<file path="src/rtl/uart_tx.sv">
`default_nettype none
// +----------------------------------------------------------------------------+
// | Module      : uart_tx                                                      |
// | Description : UART transmit serializer, LSB first, 7/8 data bits, one stop |
// |               bit. Optional parity bit is enabled by UART_TX_PARITY_EN.    |
// | Revision    : 1.0 - initial release                                        |
// +----------------------------------------------------------------------------+
module uart_tx #(
    parameter int CLKS_PER_BIT = 434,
    parameter int CNT_W        = 16
) (
    input  logic       clk,
    input  logic       arst,
    input  logic [7:0] data_in,
    input  logic       data_length,
`ifdef UART_TX_PARITY_EN
    input  logic       parity_odd,
`endif
    input  logic       tx_start,
    output logic       tx,
    output logic       busy,
    output logic       tx_done
);

    localparam logic [2:0] S_IDLE   = 3'd0;
    localparam logic [2:0] S_START  = 3'd1;
    localparam logic [2:0] S_DATA   = 3'd2;
`ifdef UART_TX_PARITY_EN
    localparam logic [2:0] S_PARITY = 3'd3;
`endif
    localparam logic [2:0] S_STOP   = 3'd4;

    localparam logic [CNT_W-1:0] c_last_cnt = CNT_W'(CLKS_PER_BIT - 1);

    logic [2:0]       r_state;
    logic [CNT_W-1:0] r_cnt;
    logic [2:0]       r_bit_idx;
    logic [7:0]       r_shift;
    logic             r_len;
    logic             r_tx;
    logic             r_busy;
    logic             r_tx_done;
`ifdef UART_TX_PARITY_EN
    logic             r_parity;
    logic             w_parity;

    // Parity is resolved at acceptance so later data_in changes cannot affect it.
    assign w_parity = (data_length ? ^data_in : ^data_in[6:0]) ^ parity_odd;
`endif

    logic       w_term;
    logic [2:0] w_last_idx;

    assign w_term     = (r_cnt == c_last_cnt);
    assign w_last_idx = r_len ? 3'd7 : 3'd6;

    always_ff @(posedge clk or posedge arst) begin
        if (arst) begin
            r_state   <= S_IDLE;
            r_cnt     <= '0;
            r_bit_idx <= '0;
            r_shift   <= '0;
            r_len     <= 1'b0;
            r_tx      <= 1'b1;
            r_busy    <= 1'b0;
            r_tx_done <= 1'b0;
`ifdef UART_TX_PARITY_EN
            r_parity  <= 1'b0;
`endif
        end else begin
            r_tx_done <= 1'b0;
            case (r_state)
                S_IDLE: begin
                    r_cnt <= '0;
                    r_tx  <= 1'b1;
                    if (tx_start) begin
                        r_shift   <= data_in;
                        r_len     <= data_length;
                        r_bit_idx <= '0;
`ifdef UART_TX_PARITY_EN
                        r_parity  <= w_parity;
`endif
                        r_busy    <= 1'b1;
                        r_tx      <= 1'b0;
                        r_state   <= S_START;
                    end
                end
                S_START: begin
                    if (w_term) begin
                        r_cnt   <= '0;
                        r_tx    <= r_shift[0];
                        r_state <= S_DATA;
                    end else begin
                        r_cnt <= r_cnt + CNT_W'(1);
                    end
                end
                S_DATA: begin
                    if (w_term) begin
                        r_cnt <= '0;
                        if (r_bit_idx == w_last_idx) begin
`ifdef UART_TX_PARITY_EN
                            r_tx    <= r_parity;
                            r_state <= S_PARITY;
`else
                            r_tx    <= 1'b1;
                            r_state <= S_STOP;
`endif
                        end else begin
                            // Shift right so the next bit is always at position 1 before the shift.
                            r_bit_idx <= r_bit_idx + 3'd1;
                            r_shift   <= {1'b0, r_shift[7:1]};
                            r_tx      <= r_shift[1];
                        end
                    end else begin
                        r_cnt <= r_cnt + CNT_W'(1);
                    end
                end
`ifdef UART_TX_PARITY_EN
                S_PARITY: begin
                    if (w_term) begin
                        r_cnt   <= '0;
                        r_tx    <= 1'b1;
                        r_state <= S_STOP;
                    end else begin
                        r_cnt <= r_cnt + CNT_W'(1);
                    end
                end
`endif
                S_STOP: begin
                    if (w_term) begin
                        r_cnt     <= '0;
                        r_tx_done <= 1'b1;
                        r_busy    <= 1'b0;
                        r_state   <= S_IDLE;
                    end else begin
                        r_cnt <= r_cnt + CNT_W'(1);
                    end
                end
                default: begin
                    r_state <= S_IDLE;
                    r_tx    <= 1'b1;
                    r_busy  <= 1'b0;
                    r_cnt   <= '0;
                end
            endcase
        end
    end

    assign tx      = r_tx;
    assign busy    = r_busy;
    assign tx_done = r_tx_done;

endmodule
`default_nettype wire

</file>
<file path="config.mk">
export PLATFORM = sky130hd
export DESIGN_NAME = uart_tx
export DESIGN_NICKNAME = d
export VERILOG_FILES = /design/src/rtl/uart_tx.sv
export SDC_FILE = /design/constraint.sdc
export NUM_CORES = 1
export LEC_CHECK = 0
export ABC_AREA = 1
export BUFFER_PORTS_ARGS = -buffer_cell sky130_fd_sc_hd__buf_2
export CAP_MARGIN = 20
export CORE_MARGIN = 2
export CORE_UTILIZATION = 35
export CTS_CLUSTER_SIZE = 12
export DETAILED_ROUTE_END_ITERATION = 16
export PLACE_DENSITY = 0.53
export SETUP_SLACK_MARGIN = 0.05
export SLEW_MARGIN = 20
export SYNTH_ARGS = -nofsm -noshare
export SYNTH_HDL_FRONTEND = slang
export SYNTH_SLANG_ARGS = --single-unit
</file>
<file path="constraint.sdc">
create_clock -name clk -period 1.7 [get_ports clk]
set_clock_uncertainty 0.1 [all_clocks]
set_input_delay 0.255 -clock clk [delete_from_list [all_inputs] [get_ports clk]]
set_output_delay 0.255 -clock clk [all_outputs]
set_load 0.05 [all_outputs]
</file>
Yosys cells after proc, flatten, opt, wreduce, memory -nomap -nowiden
Cells that the tools add are included.
{"block": "word_totals", "reg_bits": 34, "input_bits": 12, "output_inout_bits": 3}
{"block": "classes", "add_sub_neg": 2, "eq_ne": 11, "n_mux": 27, "n_bitwise": 2, "reduce_logical": 9}
{"cell": "$mux 16", "count": 2}
{"cell": "$mux 3", "count": 8}
{"cell": "$mux 8", "count": 3}
{"cell": "$add 16x1->16 const B", "count": 1}
{"cell": "$eq 16x9->1 const B", "count": 1}
{"cell": "$pmux 8 s2", "count": 1}
{"cell": "$ne 2x2->1 const B", "count": 6}
{"cell": "$pmux 3 s4", "count": 1}
{"cell": "$mux 1", "count": 9}
{"cell": "$pmux 3 s2", "count": 1}
{"cell": "$reduce_and 3->1", "count": 2}
{"cell": "$reduce_and 5->1", "count": 1}
{"cell": "$pmux 1 s4", "count": 1}
{"cell": "$reduce_and 4->1", "count": 1}
{"cell": "$add 3x1->3 const B", "count": 1}
{"cell": "$eq 3x1->1 const B", "count": 1}
{"cell": "$eq 3x2->1 const B", "count": 1}
{"cell": "$eq 3x3->1", "count": 1}
{"cell": "$eq 3x3->1 const B", "count": 1}
{"cell": "$logic_not 3->1", "count": 1}
{"cell": "$pmux 1 s3", "count": 1}
{"cell": "$reduce_or 3->1", "count": 1}
{"cell": "$not 1->1", "count": 2}
{"cell": "$reduce_and 2->1", "count": 1}
{"cell": "other kinds (2)", "count": 2}

Logic depth before layout (Yosys ltp)
Gate-level depths: netlist of the first run.
{"block": "logic_depth", "word_depth": 5, "depth_mapped": 12, "ltp_nobuf": 11}

Worst setup path after synthesis of the first run
OpenSTA, ideal clock, no wires.
{"block": "synth_timing", "path_kind": "flip-flop to flip-flop", "from": "register r_cnt[1]", "to": "register r_state[1]", "arrival_ns": 1.290, "required_time_ns": 1.483, "setup_slack_ns": 0.193, "stages_incl_launch_ff": 13, "n_path_buf": 1, "path_cell_list": "dfrtp_1 inv_1 ha_1 inv_1 nor2_1 nand2_1 nor2_1 nand2_2 nand2_2 buf_6 nand3_1 nand2_1 nand2_1"}
{"block": "synth_between", "elab_chain_len": 3, "elab_cells_between_ends": 5, "cone_classes": "4 x eq/ne; 1 x reduce/logical"}
{"item": "from (decl)", "line": "36", "text": "logic [CNT_W-1:0] r_cnt;"}
{"item": "from (signal assigned)", "line": "94", "text": "r_cnt <= r_cnt + CNT_W'(1);"}
{"item": "from (signal assigned)", "line": "115", "text": "r_cnt <= r_cnt + CNT_W'(1);"}
{"item": "from (signal assigned)", "line": "136", "text": "r_cnt <= r_cnt + CNT_W'(1);"}
{"item": "$eq 16x9->1 *", "line": "54", "text": "assign w_term = (r_cnt == c_last_cnt);"}
{"item": "$ne 2x2->1 (no line)"}
{"item": "$reduce_and 5->1 (no line) *"}
{"item": "to (signal assigned)", "line": "59", "text": "r_state <= S_IDLE;"}
{"item": "to (signal assigned)", "line": "85", "text": "r_state <= S_START;"}
{"item": "to (signal assigned)", "line": "92", "text": "r_state <= S_DATA;"}
{"item": "to (decl)", "line": "35", "text": "logic [2:0] r_state;"}
Mark *: on every way between the ends. The rest lies on a longest branch, timed or not.
A chain may end at the register's enable or synchronous reset.

Worst setup path after layout of the first run
{"block": "layout_timing", "from": "register r_cnt[13]", "to": "register r_shift[7]"}
{"block": "layout_between", "elab_chain_len": 3}
{"item": "$eq 16x9->1", "line": "54"}
{"item": "$ne 2x2->1 (no line)"}
{"item": "$reduce_and 4->1 (no line)"}
{"item": "to (signal assigned)", "line": "77", "text": "r_shift <= data_in;"}
{"item": "to (signal assigned)", "line": "111", "text": "r_shift <= {1'b0, r_shift[7:1]};"}
{"item": "to (decl)", "line": "38", "text": "logic [7:0] r_shift;"}
Every way passes these cells.

==> results.cfg, run 1 <==
[status]
outcome = finished, final reports clean

[clock_network]
clockBufferDepth = 2
path_clk_slew_ps = 70
cts.sinks = 34
clk_latency_ps = 290
cts_buffers = 5
clock-root-buffer = clkbuf_8
h-tree-depth = 2
cts_tree = done

[floorplan]
initial_core_util_pct = 36.20
die_w_um = 79.47
die_h_um = 79.47
fp-row-count = 27
core_mm2 = 0.005507
die_area_mm2 = 0.006315
io_pins = 15

[yosys]
yosys_warnings = 0
synth_compound_area_share_pct = 3.327
synthAdderAreaFrac_pct = 1.883
synth_simple_gate_area_share_pct = 40.55
synthesis.nets = 283
syn_area_mm2 = 0.001993
avgSynthCellArea_um2 = 7.437
syn_inst = 268
ys_ff_latch = 34
yosysSeqAreaShare_pct = 42.75
yosysUniqueCellTypes = 30
synth.area.mux_share_pct = 0
synth_top_family_by_area = simple AND/OR/NAND/NOR gates
synth_xor_xnor_area_share_pct = 4.394

[setup_path]
cp_max_fo = 5
worstRegToRegCells = 8
crit_required_ps = 1780
crit_arrival_ps = 1620
path_class = reg2reg
worstSetupStartpointType = register
endpoint_kind = register

[final_layout]
final_common_cell = nand2_1
drive_gt1_share_pct = 20.93
layout_common_cells = nand2_1, nor2_1, dfrtp_1
multi_input_area_mm2 = 0.001047
nNetsFinal = 315
regArea_um2 = 853.3
area_growth_pct = 19.52
diodes = 0
fillers = 592

[placed_design]
dp_hpwl_mm = 3.175
port_buffers = 14
gp_congestion = 0.8225

[sta]
slew_violations = 0
hold_viol = 0
min_period_ps = 1537
fin_crit_sh_pct = 90.43
rsz0062_at_grt = no
setup_viol = 0
max_freq_mhz = 650.5
worst_slew_pin_slew_ps = 439.8
slew_headroom_pct = 70.68
setup_tns_ps = 0

[global_route]
grt_max_degree = 35
grt_overflow = 0
grt_pass1_wl_mm = 7.838
first_global_vias = 1707
antenna_found_initial = 0
grt_usage_pct = 16.07

[min_path]
hold_class = in2reg
whs_path_depth = 3

[detailed_routing]
wire_per_inst_um = 11.83
drt_iter0_markers = 130
drc = 0
ant_nets = 0
drt-vias-per-instance = 4.560
firstDrtPassIters = 4
drt-total-wl_mm = 4.412
vias = 1701

[power_and_ir_drop]
ir_drop_v = 0.0006149
power_leakage_nw = 1.211
power_mw = 3.489
power_density_mw_per_mm2 = 1465

[flow_run]
cap_viol_max_count = 0
through the flow:
stage,cell area (um^2),instances,setup WS [ps],util (%),hold slack (ps)
2_1_floorplan,1993,268,192.6,-,295.9
3_3_place_gp,2221,362,86.69,40.33,289.8
3_5_place_dp,2221,362,98.47,40.33,289.0
4_1_cts,2322,371,79.06,42.17,98.89
5_1_grt,2382,373,45.66,43.26,120.9
6_report,2382,373,162.7,43.26,107.0
per-layer routing:
metal | vias up | global-route usage (%) | wire, um
met5 | - | 0 | 0
met4 | 0 | 5.862 | 70
met3 | 7 | 3.959 | 149
met2 | 19 | 24.45 | 1964
met1 | 772 | 22.06 | 2227
li1 | 903 | - | -
registers in the layout, summed over array words and instances (netlist names):
| register | cells |
|---|---|
| r_cnt | 16 |
| tx | 1 |
| r_bit_idx | 3 |
| busy | 1 |
| r_state | 3 |
| tx_done | 1 |
| r_shift | 8 |
| r_len | 1 |
Yosys cell counts:
library cell,n,area share (%)
a21boi_0,1,0.38
o21a_1,1,0.38
buf_2,1,0.25
buf_4,1,0.38
xor2_1,7,3.1
nor3_2,2,1.0
nand2_2,2,0.63
o21bai_1,1,0.38
nand4_1,3,0.94
inv_4,2,0.63
xnor2_1,3,1.3
nand3_4,1,0.88
nor2_1,45,8.5
nand2_4,3,1.7
ha_1,3,1.9
buf_6,2,1.1
inv_1,22,4.1
o21ai_0,1,0.25
nor3_1,3,0.75
nor2_2,3,0.94
nand3_1,26,6.5
dfstp_2,1,1.3
a21oi_1,4,1.0
dfrtp_1,33,41
a21boi_4,1,0.94
nor4_1,1,0.31
inv_2,3,0.56
nand2_1,89,17
nand3_2,2,1.0
nor3b_2,1,0.63
worst max-delay path, stage by stage (launching register included):
cell	delay, ps
dfrtp_1	420
nor2_2	150
nand2_1	60
nor2_1	160
nand2_1	110
nand2_2	130
nand3_2	160
nand2_1	90
nand2_1	50
final timing paths:
check / startpoint / endpoint / slack, ps
worst max-delay path: r_cnt[13] / r_shift[7] / 160
max in group asynchronous: arst / tx / 660
worst max register to register: r_cnt[13] / r_shift[7] / 160
worst min register to register: tx / tx / 370
worst min-delay path: data_in[7] / r_shift[7] / 110
min in group asynchronous: arst / r_cnt[3] / 500
repair_timing:
| action | 4_1_cts | 5_1_grt |
|---|---|---|
| buffers inserted | 0 | 1 |
| hold buffers | 1 | 0 |
| hold endpoints to repair | 33 | 0 |
| setup endpoints to repair | 0 | 21 |
| gates resized for setup | 0 | 11 |
power breakdown:
group	switching, mW	leakage (nW)	internal (mW)
clock	0.295	0.0482	0.327
sequential	0.137	0.447	1.02
combinational	1.09	0.716	0.619
total	1.53	1.21	1.96
cells by family after synthesis:
logic type,Yosys count
xor gates and xnor gates,10
buffers and inverters,31
DFF,34
and+or+nand+nor,181
AOI/OAI and AO/OA,9
adders and majority gates,3
cell type report:
type,instances,area share (%)
timing repair buffer,28,8.141
inverter,27,4.464
clock buffer,7,3.624
tap,72,3.782
multi-input combinational,204,43.96
sequential,34,35.82
clock inverter,1,0.2101
Power figures use the tool's default switching activity.
==> run 2: changes to the inputs <==
REMOVE_ABC_BUFFERS = 1   (was default)
clock period = 1.76 ns   (was 1.7 ns; I/O delays follow)
==> run 2 against run 1 <==
- via count is 1.1% lower
- maximum frequency rose by 0.44%
- cell count down 1.6%
- hold slack improved by 6.7 ps
- cell area fell by 2.7%
- global-route usage is 0.93 points lower
- sequential share of layout area is 1.0 points higher
- count of clock-buffer cells in the layout stayed put
- sequential power shrank 4%
- clock power decreased by 3.4%
- wire length decreased by 1.8%
==> results.cfg, run 2 (synthesized netlist as in run 1, its figures left out) <==
[status]
outcome = finished, final reports clean

[final_layout]
top_regs = r_cnt: 16 flops, r_shift: 8 flops
nNetsFinal = 309
drive_gt1_share_pct = 17.97
diodes = 0
layout_common_cells = nand2_1, nor2_1, dfrtp_1
largest_register_ffs = 16
fillers = 583
top_register = r_cnt
final_common_cell = nand2_1
regArea_um2 = 853.3
multi_input_area_mm2 = 0.001027
area_growth_pct = 16.26

[setup_path]
endpoint_kind = register
worstSetupStartpointType = register
cp_max_fo = 5
crit_required_ps = 1850
path_class = reg2reg
worstRegToRegCells = 11
r2r-start = r_cnt[1]
r2r_slack_ps = 230
r2r-end = r_state[1]
crit_arrival_ps = 1620

[global_route]
first_global_vias = 1571
grt_usage_pct = 15.14
grt_overflow = 0
grt_pass1_wl_mm = 7.376
antenna_found_initial = 0
grt_max_degree = 35

[sta]
hold_viol = 0
setup_tns_ps = 0
slew_headroom_pct = 68.73
setup_viol = 0
min_period_ps = 1531
fin_crit_sh_pct = 86.97
slew_violations = 0
max_freq_mhz = 653.3
rsz0062_at_grt = yes
worst_slew_pin_slew_ps = 469.0

[clock_network]
clock-root-buffer = clkbuf_8
cts_buffers = 5
clk_latency_ps = 290
cts.sinks = 34
cts_tree = done
h-tree-depth = 2
path_clk_slew_ps = 70
clockBufferDepth = 2

[detailed_routing]
drt_iter0_markers = 100
drc = 0
drt-vias-per-instance = 4.583
vias = 1682
ant_nets = 0
wire_per_inst_um = 11.81
drt-total-wl_mm = 4.333
firstDrtPassIters = 5

[floorplan]
initial_core_util_pct = 36.20
die_h_um = 79.47
core_mm2 = 0.005507
die_area_mm2 = 0.006315
die_w_um = 79.47
fp-row-count = 27
io_pins = 15

[min_path]
whs_path_depth = 3
min_from = data_in[7]
min_to = r_shift[7]
hold_class = in2reg

[power_and_ir_drop]
power_mw = 3.298
ir_drop_v = 0.0005939
power_leakage_nw = 1.178
power_density_mw_per_mm2 = 1423

[placed_design]
dp_hpwl_mm = 3.025
port_buffers = 14
gp_congestion = 0.8200

[flow_run]
cap_viol_max_count = 0
==> run 2: per-stage QoR <==
stage | cells | area (um^2) | hold slack, ps | utilization (%) | setup WS [ps]
finish | 367 | 2317 | 113.6 | 42.08 | 229.4
global route | 367 | 2317 | 112.4 | 42.08 | 36.44
CTS | 365 | 2265 | 104.8 | 41.13 | 115.3
detailed placement | 356 | 2163 | 298.7 | 39.29 | 105.7
global placement | 356 | 2163 | 293.3 | 39.29 | 138.3
floorplan | 264 | 1958 | 304.9 | - | 142.8
==> run 2: how the worst max path moves through the flow <==
stage                     startpoint  depth (start not counted)      endpoint  slack (ps)
after floorplan             r_cnt[1]                          9  r_bit_idx[0]         140
after global placement      r_cnt[1]                         11    r_state[1]         140
after detailed placement    r_cnt[1]                         11    r_state[1]         110
after CTS                   r_cnt[1]                         11    r_state[1]         120
after global routing        r_cnt[1]                          9    r_shift[5]          40
final                       r_cnt[1]                         11    r_state[1]         230
==> run 2: where the power goes <==
group | switching [mW] | total (mW) | internal [mW]
clock network | 0.286 | 0.601 | 0.316
registers | 0.126 | 1.11 | 0.983
logic | 1.04 | 1.59 | 0.552
==> run 2: layout make-up <==
class | count | area share (%)
clock buffers | 7 | 3.726
clock inverters | 1 | 0.2160
inverters | 27 | 4.590
multi-input cells | 204 | 44.33
flip-flops and latches | 34 | 36.83
well taps | 72 | 3.888
repair buffers | 22 | 6.426
==> run 2: repair_timing <==
action / in CTS / in global routing
gates resized for setup: 0 / 6
hold buffers: 1 / 0
setup endpoints to repair: 0 / 15
buffers inserted: 0 / 1
hold endpoints to repair: 33 / 0
==> run 2: worst max-delay path, stage by stage (launching register included) <==
cell and delay, ps:
dfrtp_1 390, inv_1 90, ha_1 170, inv_1 50, nor2_1 80, nand2_1 50
nor2_1 100, nand2_2 100, nand2_4 120, nand3_1 70, nand2_1 60, nand2_1 50
==> run 2: layer usage <==
layer / global-route usage [%] / vias up / part of all wire (%) / wire length (um)
met2: 22.27 / 23 / 43 / 1844
met4: 5.172 / 0 / 1.5 / 65
met3: 3.959 / 6 / 3.5 / 150
met1: 21.42 / 762 / 52 / 2273
met5: 0 / - / 0 / 0
li1: - / 891 / - / -
==> run 3: changes to the inputs <==
BUFFER_PORTS_ARGS = -buffer_cell sky130_fd_sc_hd__clkbuf_2   (was -buffer_cell sky130_fd_sc_hd__buf_2)
CORE_MARGIN = 8   (was 2)
==> run 3 against run 2 <==
- core utilization down 0.66 points
- via count fell by 0.30%
- cell area shrank 1.6%
- hold slack improved by 5.0 ps
- critical path depth shrank 1
- global-route usage shrank 4.0 points
- combinational power decreased by 5%
- count of clock-buffer cells in the layout fell by 2
- register-to-register slack got worse by 60 ps
- maximum frequency fell by 3.7%
- critical path type unchanged
- largest cell class unchanged
==> results.cfg, run 3 (synthesized netlist as in run 1, its figures left out) <==
[setup_path]
worstRegToRegCells = 10
r2r_slack_ps = 170
worstSetupStartpointType = register
r2r-end = r_cnt[5]
cp_max_fo = 6
endpoint_kind = register
r2r-start = r_cnt[1]
path_class = reg2reg
crit_required_ps = 1820
crit_arrival_ps = 1650

[power_and_ir_drop]
power_density_mw_per_mm2 = 1386
swShare_pct = 44.44
power_frac_seq_pct = 35.2
switchingPower_mw = 1.405
p_clk_share_pct = 17.1
ir_drop_v = 0.0007193
internal_power_mw = 1.756
power_leakage_nw = 1.162
pwr-share-comb_pct = 47.8

[final_layout]
layout_common_cells = nand2_1, nor2_1, dfrtp_1
top_regs = r_cnt: 16 flops, r_shift: 8 flops
fillers = 577
top_register = r_cnt
final_common_cell = nand2_1
nNetsFinal = 308
drive_gt1_share_pct = 17.75
area_growth_pct = 14.44
largest_register_ffs = 16
diodes = 0

[sta]
slew_violations = 0
worst_hold_slack_ps = 118.7
worst_slew_pin_slew_ps = 456.9
fin_crit_sh_pct = 90.27
max_freq_mhz = 629.4
slew_headroom_pct = 69.54
hold_viol = 0
setup_tns_ps = 0
rsz0062_at_grt = no
min_period_ps = 1589
setup_viol = 0
setup_slack_ps = 171.2

[global_route]
grt_pass1_wl_mm = 7.700
first_global_vias = 1664
grt_max_degree = 35
antenna_found_initial = 0
grt_overflow = 0
grt_usage_pct = 11.18

[detailed_routing]
wire_per_inst_um = 12.05
drc = 0
vias = 1677
ant_nets = 0
drt_iter0_markers = 92
firstDrtPassIters = 4
drt-vias-per-instance = 4.595
drt-total-wl_mm = 4.399

[floorplan]
die_area_mm2 = 0.008366
core_mm2 = 0.005507
io_pins = 15
die_w_um = 91.47
die_h_um = 91.47
initial_core_util_pct = 36.20
fp-row-count = 27

[clock_network]
clockBufferDepth = 2
cts_tree = done
path_clk_slew_ps = 70
clock-root-buffer = clkbuf_8
cts.sinks = 34
h-tree-depth = 2
cts_buffers = 5
clk_latency_ps = 280

[placed_design]
port_buffers = 14
pre_cts_ws_ps = 85.56
dp_hpwl_mm = 3.143
gp_congestion = 0.8025

[status]
outcome = finished, final reports clean

[min_path]
min_from = data_in[7]
min_to = r_shift[7]
whs_path_depth = 3
hold_class = in2reg

[flow_run]
cap_viol_max_count = 0
run 3: cell types whose count changed in the layout (fill, tap and decap cells not counted):
cell      delta
buf_2       -14
clkbuf_2    +14
buf_4        +2
buf_12       -1
buf_6        -1
clkbuf_1     -1
clkbuf_8     -1
clkinv_2     +1
nand2_1      +1
nand2_2      -1
nand3_2      -1
nor3_1       -1
nor3_2       +1
run 3: power by group through the flow:
| stage | clock (mW) | combinational [mW] | sequential (mW) |
|---|---|---|---|
| final | 0.540 | 1.51 | 1.11 |
| after global routing | 0.596 | 1.71 | 1.14 |
| after detailed placement | 0 | 1.42 | 1.12 |
| after global placement | 0 | 1.42 | 1.12 |
| after floorplan | 0 | 1.01 | 1.18 |
| after CTS | 0.565 | 1.44 | 1.11 |
run 3: per-stage QoR:
stage / cell area [um^2] / utilization, % / instances / power (mW)
6_report: 2281 / 41.42 / 365 / 3.161
3_5_place_dp: 2156 / 39.15 / 355 / 2.547
3_3_place_gp: 2156 / 39.15 / 355 / 2.538
5_1_grt: 2281 / 41.42 / 365 / 3.449
4_1_cts: 2245 / 40.76 / 363 / 3.112
2_1_floorplan: 1958 / - / 264 / 2.194
run 3: worst max-delay path by stage:
stage / from / to / slack [ps]
2_1_floorplan: r_cnt[1] / r_bit_idx[0] / 140
3_3_place_gp: r_cnt[1] / r_state[1] / 150
3_5_place_dp: r_cnt[1] / r_state[1] / 90
4_1_cts: r_cnt[1] / r_state[1] / 70
5_1_grt: r_cnt[0] / r_cnt[14] / 40
6_report: r_cnt[1] / r_cnt[5] / 170
run 3: what timing repair did:
action,CTS,global route
buffers inserted,0,2
hold buffers,1,0
setup endpoints to repair,0,10
hold endpoints to repair,33,0
resized for setup,0,5
run 3: per-layer routing:
| layer | up-vias | part of all wire [%] | track usage, % | wire (um) |
|---|---|---|---|---|
| met5 | - | 0 | 0 | 0 |
| met4 | 0 | 0.95 | 3.683 | 42 |
| met3 | 4 | 3.9 | 3.539 | 173 |
| met2 | 19 | 45 | 17.53 | 1977 |
| met1 | 768 | 50 | 14.16 | 2206 |
| li1 | 886 | - | - | - |
run 3: worst max-delay path, stage by stage (launching register included):
cell	delay, ps
dfrtp_1	400
inv_1	90
ha_1	170
inv_1	60
nor2_1	80
nand2_1	50
nor2_1	110
nand2_2	100
nand2_4	110
buf_4	150
nor2_1	50
run 3: cell type report:
type	instances	area, um^2	area share [%]
Multi-Input combinational cell	203	1020	44.71
Timing Repair Buffer	22	132.6	5.815
Tap cell	72	90.09	3.950
Clock inverter	2	10.01	0.4388
Inverter	27	106.4	4.663
Clock buffer	5	68.82	3.017
Sequential cell	34	853.3	37.41
